## src/rtl/fetch_pkg.sv

```systemverilog
// Shared fetch-stage constants: address widths, PC reset value and the
// word-to-byte shift used by branch and jump targets.
package fetch_pkg;

  localparam int WIDTH     = 32;
  localparam int J_WIDTH   = 26;
  localparam int EXT_WIDTH = J_WIDTH + 2;
  localparam int SHIFT_AMT = 2;

  localparam logic [31:0] PC_RESET = 32'h0000_0000;

endpackage : fetch_pkg

```

## src/rtl/extensor_signo.sv

```systemverilog
// Generic sign extender: replicates the MSB of value up to width_out bits.
module extensor_signo #(
  parameter int width_in  = 26,
  parameter int width_out = 28
) (
  input  logic [width_in-1:0]  value,
  output logic [width_out-1:0] extended
);

  assign extended = {{(width_out - width_in){value[width_in-1]}}, value};

endmodule : extensor_signo

```

## src/rtl/mux2.sv

```systemverilog
// Two-input multiplexer: s=1 selects a, s=0 selects b.
module mux2 #(
  parameter int width = 32
) (
  input  logic [width-1:0] a,
  input  logic [width-1:0] b,
  input  logic             s,
  output logic [width-1:0] out
);

  assign out = s ? a : b;

endmodule : mux2

```

## src/rtl/buffer_bajada.sv

```systemverilog
// Next-PC selector for the fetch stage: picks sequential, branch or jump
// target and registers it on the falling edge of clk_b.
module buffer_bajada #(
  parameter int WIDTH     = fetch_pkg::WIDTH,
  parameter int J_WIDTH   = fetch_pkg::J_WIDTH,
  parameter int EXT_WIDTH = fetch_pkg::EXT_WIDTH
) (
  input  logic               clk_b,
  input  logic               rst,
  input  logic [WIDTH-1:0]   pc_plus4,
  input  logic [WIDTH-1:0]   signal_extended,
  input  logic               be,
  input  logic [J_WIDTH-1:0] j_address,
  input  logic               jump,
  output logic [WIDTH-1:0]   out
);

  import fetch_pkg::*;

  logic [EXT_WIDTH-1:0] j_ext;
  logic [EXT_WIDTH-1:0] j_sh;
  logic [WIDTH-1:0]     jump_target;
  logic [WIDTH-1:0]     branch_target;
  logic [WIDTH-1:0]     branch_sel;
  logic [WIDTH-1:0]     next_pc;

  extensor_signo #(
    .width_in  (J_WIDTH),
    .width_out (EXT_WIDTH)
  ) u_ext (
    .value    (j_address),
    .extended (j_ext)
  );

  // The shift pushes the replicated sign bits out, so the field lands as
  // {j_address, 2'b00} and the upper PC bits come from pc_plus4 untouched.
  assign j_sh          = j_ext << SHIFT_AMT;
  assign jump_target   = {pc_plus4[WIDTH-1:EXT_WIDTH], j_sh};
  assign branch_target = pc_plus4 + (signal_extended << SHIFT_AMT);

  mux2 #(.width(WIDTH)) u_branch_mux (
    .a   (branch_target),
    .b   (pc_plus4),
    .s   (be),
    .out (branch_sel)
  );

  // Jump is the outer mux so it wins when be and jump are both set.
  mux2 #(.width(WIDTH)) u_jump_mux (
    .a   (jump_target),
    .b   (branch_sel),
    .s   (jump),
    .out (next_pc)
  );

  // NOTE: sequential state uses non-blocking assignments so every register
  // samples pre-edge values regardless of block ordering.
  always_ff @(negedge clk_b) begin
    if (rst) out <= WIDTH'(PC_RESET);
    else     out <= next_pc;
  end

endmodule : buffer_bajada

```

## config.mk

```make
export PLATFORM = sky130hd
export DESIGN_NAME = buffer_bajada
export DESIGN_NICKNAME = d
export VERILOG_FILES = /design/src/rtl/fetch_pkg.sv /design/src/rtl/extensor_signo.sv /design/src/rtl/mux2.sv /design/src/rtl/buffer_bajada.sv
export SDC_FILE = /design/constraint.sdc
export NUM_CORES = 1
export LEC_CHECK = 0
export ABC_AREA = 1
export BUFFER_PORTS_ARGS = -buffer_cell sky130_fd_sc_hd__buf_2
export CAP_MARGIN = 10
export CORE_MARGIN = 3
export CORE_UTILIZATION = 34
export DETAILED_ROUTE_END_ITERATION = 10
export HOLD_SLACK_MARGIN = 0.05
export PLACE_DENSITY = 0.64
export SLEW_MARGIN = 25
export SYNTH_ARGS = -nofsm -noshare
export SYNTH_HDL_FRONTEND = slang
export SYNTH_SLANG_ARGS = --single-unit
```

## constraint.sdc

```tcl
create_clock -name clk_b -period 3 [get_ports clk_b]
set_input_delay 0.15 -clock clk_b [delete_from_list [all_inputs] [get_ports clk_b]]
set_output_delay 0.15 -clock clk_b [all_outputs]
set_load 0.05 [all_outputs]
```

==> flow_summary_export.csv <==
group,metric,value,unit
run_status,status,"completed",
synthesis,ys_warn_count,0,
placed_design,dp_hpwl,9430,um
synthesis,synthXorXnorAreaFrac,3.04,%
synthesis,synth_edf_count,0,
worst_setup_path,worstPathArrival,1.73,ns
synthesis,synth-compound-area-share,14.5,%
global_routing,antenna_found_initial,0,
placed_design,dpl_cell_area,4450,sq um
power,clock_power_share,26.4,%
die,die_w,103,um
flow_run,maxCapViolations,0,
worst_setup_path,cpPeakStageDelay,0.35,ns
layout,layout.nets,905,
global_routing,grt_usage,21.5,%
placed_design,gp_congestion,0.878,
worst_setup_path,crit_chain,"buf_8 > ha_4 > fa_2 > nand2_2 > inv_2 > nand2_2 > nand2_4 > a21oi_4 > inv_2 > nand2_2 > nand2_4 > nand2_2 > nand2_1 > nand2_1 > nand3_1 > nand2_1 > nand2_1",
layout,final_core_util,56.9,%
timing,rsz0062_at_grt,"yes",
synthesis,synth_nets,677,
synthesis,syn_area,3170,sq um
synthesis,async_flop_share,0,%
routing,dr.first_iter.drc_count,170,
global_routing,grt-busiest-layer,"met2",
synthesis,yosysSeqAreaShare,20.2,%
die,core-area,8890,sq um
worst_setup_path,criticalPathCategory,"input port to register",
placed_design,pre_cts_slack,-0.408,ns
worst_setup_path,critical_path.max_fanout,3,
worst_hold_path,hp-class,"input port to register",
worst_hold_path,hold_depth,3,
worst_setup_path,slowest_stage,"fa_2",
cts,cts_buffers,5,
global_routing,groute.layer.met1.usage,30.7,%
power,power.internal,0.00106,W
layout,largest-register,"out",
placed_design,port_buffers,123,
power,p_per_area,377,nW/um^2
synthesis,ys_types,30,
timing,final.setup.worst_slack,0.0183,ns
synthesis,synth_fa_ha_area_share,12.1,%
synthesis,synth_cells,553,
cts,cts.sinks,32,
worst_setup_path,cp.depth,17,
layout,largest_reg_flops,32,
layout,seq_area,641,sq um
synthesis,ys_ff_latch,32,
routing,antenna_left,0,
power,total_power,0.00191,W
layout,drive_above_1_share,37.0,%
die,die_h,103,um
power,vdd_ir_drop_max,0.193,mV
layout,multi_input_area,2630,sq um
synthesis,synth_mux_area_share,0,%
global_routing,met3_usage,5.62,%
timing,slew_headroom,64.6,%
cts,cts-root-buf,"clkbuf_8",
power,swShare,44.6,%
die,initial_core_util,35.6,%
timing,finalHoldViolations,0,
layout,reg_top3,"out (32)",
cts,cts.clk_slew.worst_paths,0.04,ns
cts,clockBufferDepth,2,
power,p_comb_share,48.8,%
layout,n_antenna_cell,0,
routing,vias_per_cell,4.72,
power,p_seq_share,24.8,%
worst_setup_path,endpoint_kind,"register",
synthesis,synth_top_family_by_area,"simple AND/OR/NAND/NOR gates",
synthesis,synth_flop_cell,"dfxtp_1",
global_routing,gr-total-overflow,0,
routing,vias,4198,
worst_hold_path,hp-start,"j_address[9]",
worst_setup_path,worst-endpoint-required,1.75,ns
global_routing,grt_max_degree,27,
timing,slew_violations,0,
power,power.switching,0.000850,W
cts,htree_levels,2,
routing,first_pass_iters,4,
routing,drt_wl_total,11800,um
synthesis,synth_simple_gate_area_share,40.9,%
cts,cts_hold_buf,0,
layout,syn2layout_area_growth,59.7,%
routing,avgRoutedWirePerCell,13.2,um
synthesis,syn_avg_cell_area,5.73,sq um
global_routing,grt_pass1_wl,17800,um
cts,cts_tree,"done",
power,leakage,2.82,nW
die,io_pins,126,
global_routing,grt_util_met2,31.7,%
timing,tns,0,ns
die,row_count,34,
worst_setup_path,path_buf_inv,3,
worst_setup_path,startpoint_type,"input port",
worst_setup_path,crit_start,"pc_plus4[2]",
timing,setup_viol,0,
die,dieArea,10500,sq um
global_routing,grt_pass1_vias,3933,
worst_setup_path,critical-path-top-delay-family,"simple AND/OR/NAND/NOR gates",
layout,stdcell_area,5060,sq um
timing,tightest_slew,0.530,ns
routing,drc,0,
layout,nFillCells,922,
## kinds of logic (layout without fill, tap and decap cells)
logic type,count (synthesis),count (layout)
buffers and inverters,77,305
xor gates and xnor gates,11,11
adders and majority gates,30,30
AOI/OAI and AO/OA,81,81
and+or+nand+nor,322,322
DFF,32,32
## power groups by stage
| stage | logic, W | clock network (W) | registers, W |
|---|---|---|---|
| global route | 0.00102 | 0.000594 | 0.000475 |
| floorplan | 0.000370 | 0.0000672 | 0.000610 |
| global placement | 0.000824 | 0.0000672 | 0.000478 |
| detailed placement | 0.000827 | 0.0000672 | 0.000479 |
| finish | 0.000932 | 0.000504 | 0.000473 |
| CTS | 0.000846 | 0.000544 | 0.000473 |
## what timing repair did
action / in CTS / in global routing
resized for setup: 10 / 73
pin swaps: 5 / 17
setup buffers: 2 / 4
endpoints found under the hold margin: 0 / 0
setup endpoints to repair: 8 / 22
## through the flow
stage | hold WS (ns) | cells
floorplan | 1.76 | 553
global placement | 1.85 | 845
detailed placement | 1.85 | 845
CTS | 1.47 | 885
global route | 1.48 | 889
finish | 1.49 | 889
## area by class of cell
class | instances | area share, %
clock inverter | 34 | 2.57
tap | 108 | 2.67
inverter | 66 | 4.90
clock buffer | 5 | 1.36
timing repair buffer | 200 | 23.9
sequential | 32 | 12.7
multi-input combinational | 444 | 51.9
## layer usage
layer | routed length, um | vias up | share of wire [%]
met5 | 0 | - | 0
met4 | 197 | 0 | 1.7
met3 | 813 | 21 | 6.9
met2 | 5150 | 127 | 44
met1 | 5610 | 1846 | 48
li1 | - | 2204 | -
## synth_stat cells, types with 5 or more instances
library cell,instances,area share [%]
o211ai_1,5,1.2
nand3_1,29,4.6
nand2_1,186,22
o21bai_1,7,1.7
xor2_1,8,2.2
o21ai_0,29,4.6
dfxtp_1,32,20
inv_1,66,7.8
nor2_1,86,10
nand2_2,7,1.4
nor3_1,7,1.1
ha_1,29,11
a21oi_1,30,4.7
clkbuf_1,8,0.95
## placed cells by master, fill, tap and decap left out, drive strengths merged, types with 2 or more instances in the layout
| master | count |
|---|---|
| buf | 200 |
| nand2 | 193 |
| inv | 98 |
| nor2 | 87 |
| a21oi | 33 |
| dfxtp | 32 |
| nand3 | 31 |
| o21ai | 31 |
| ha | 29 |
| xor2 | 8 |
| o21bai | 7 |
| nor3 | 7 |
| o211ai | 5 |
| clkbuf | 5 |
| xnor2 | 3 |
| o21a | 2 |
| nand4 | 2 |
| clkinvlp | 2 |
## worst paths after layout
| path | end | slack (ns) |
|---|---|---|
| max | out[20]$_SDFF_NP0_ | 0.02 |
| min | out[11]$_SDFF_NP0_ | 1.49 |
Power figures use the tool's default switching activity.
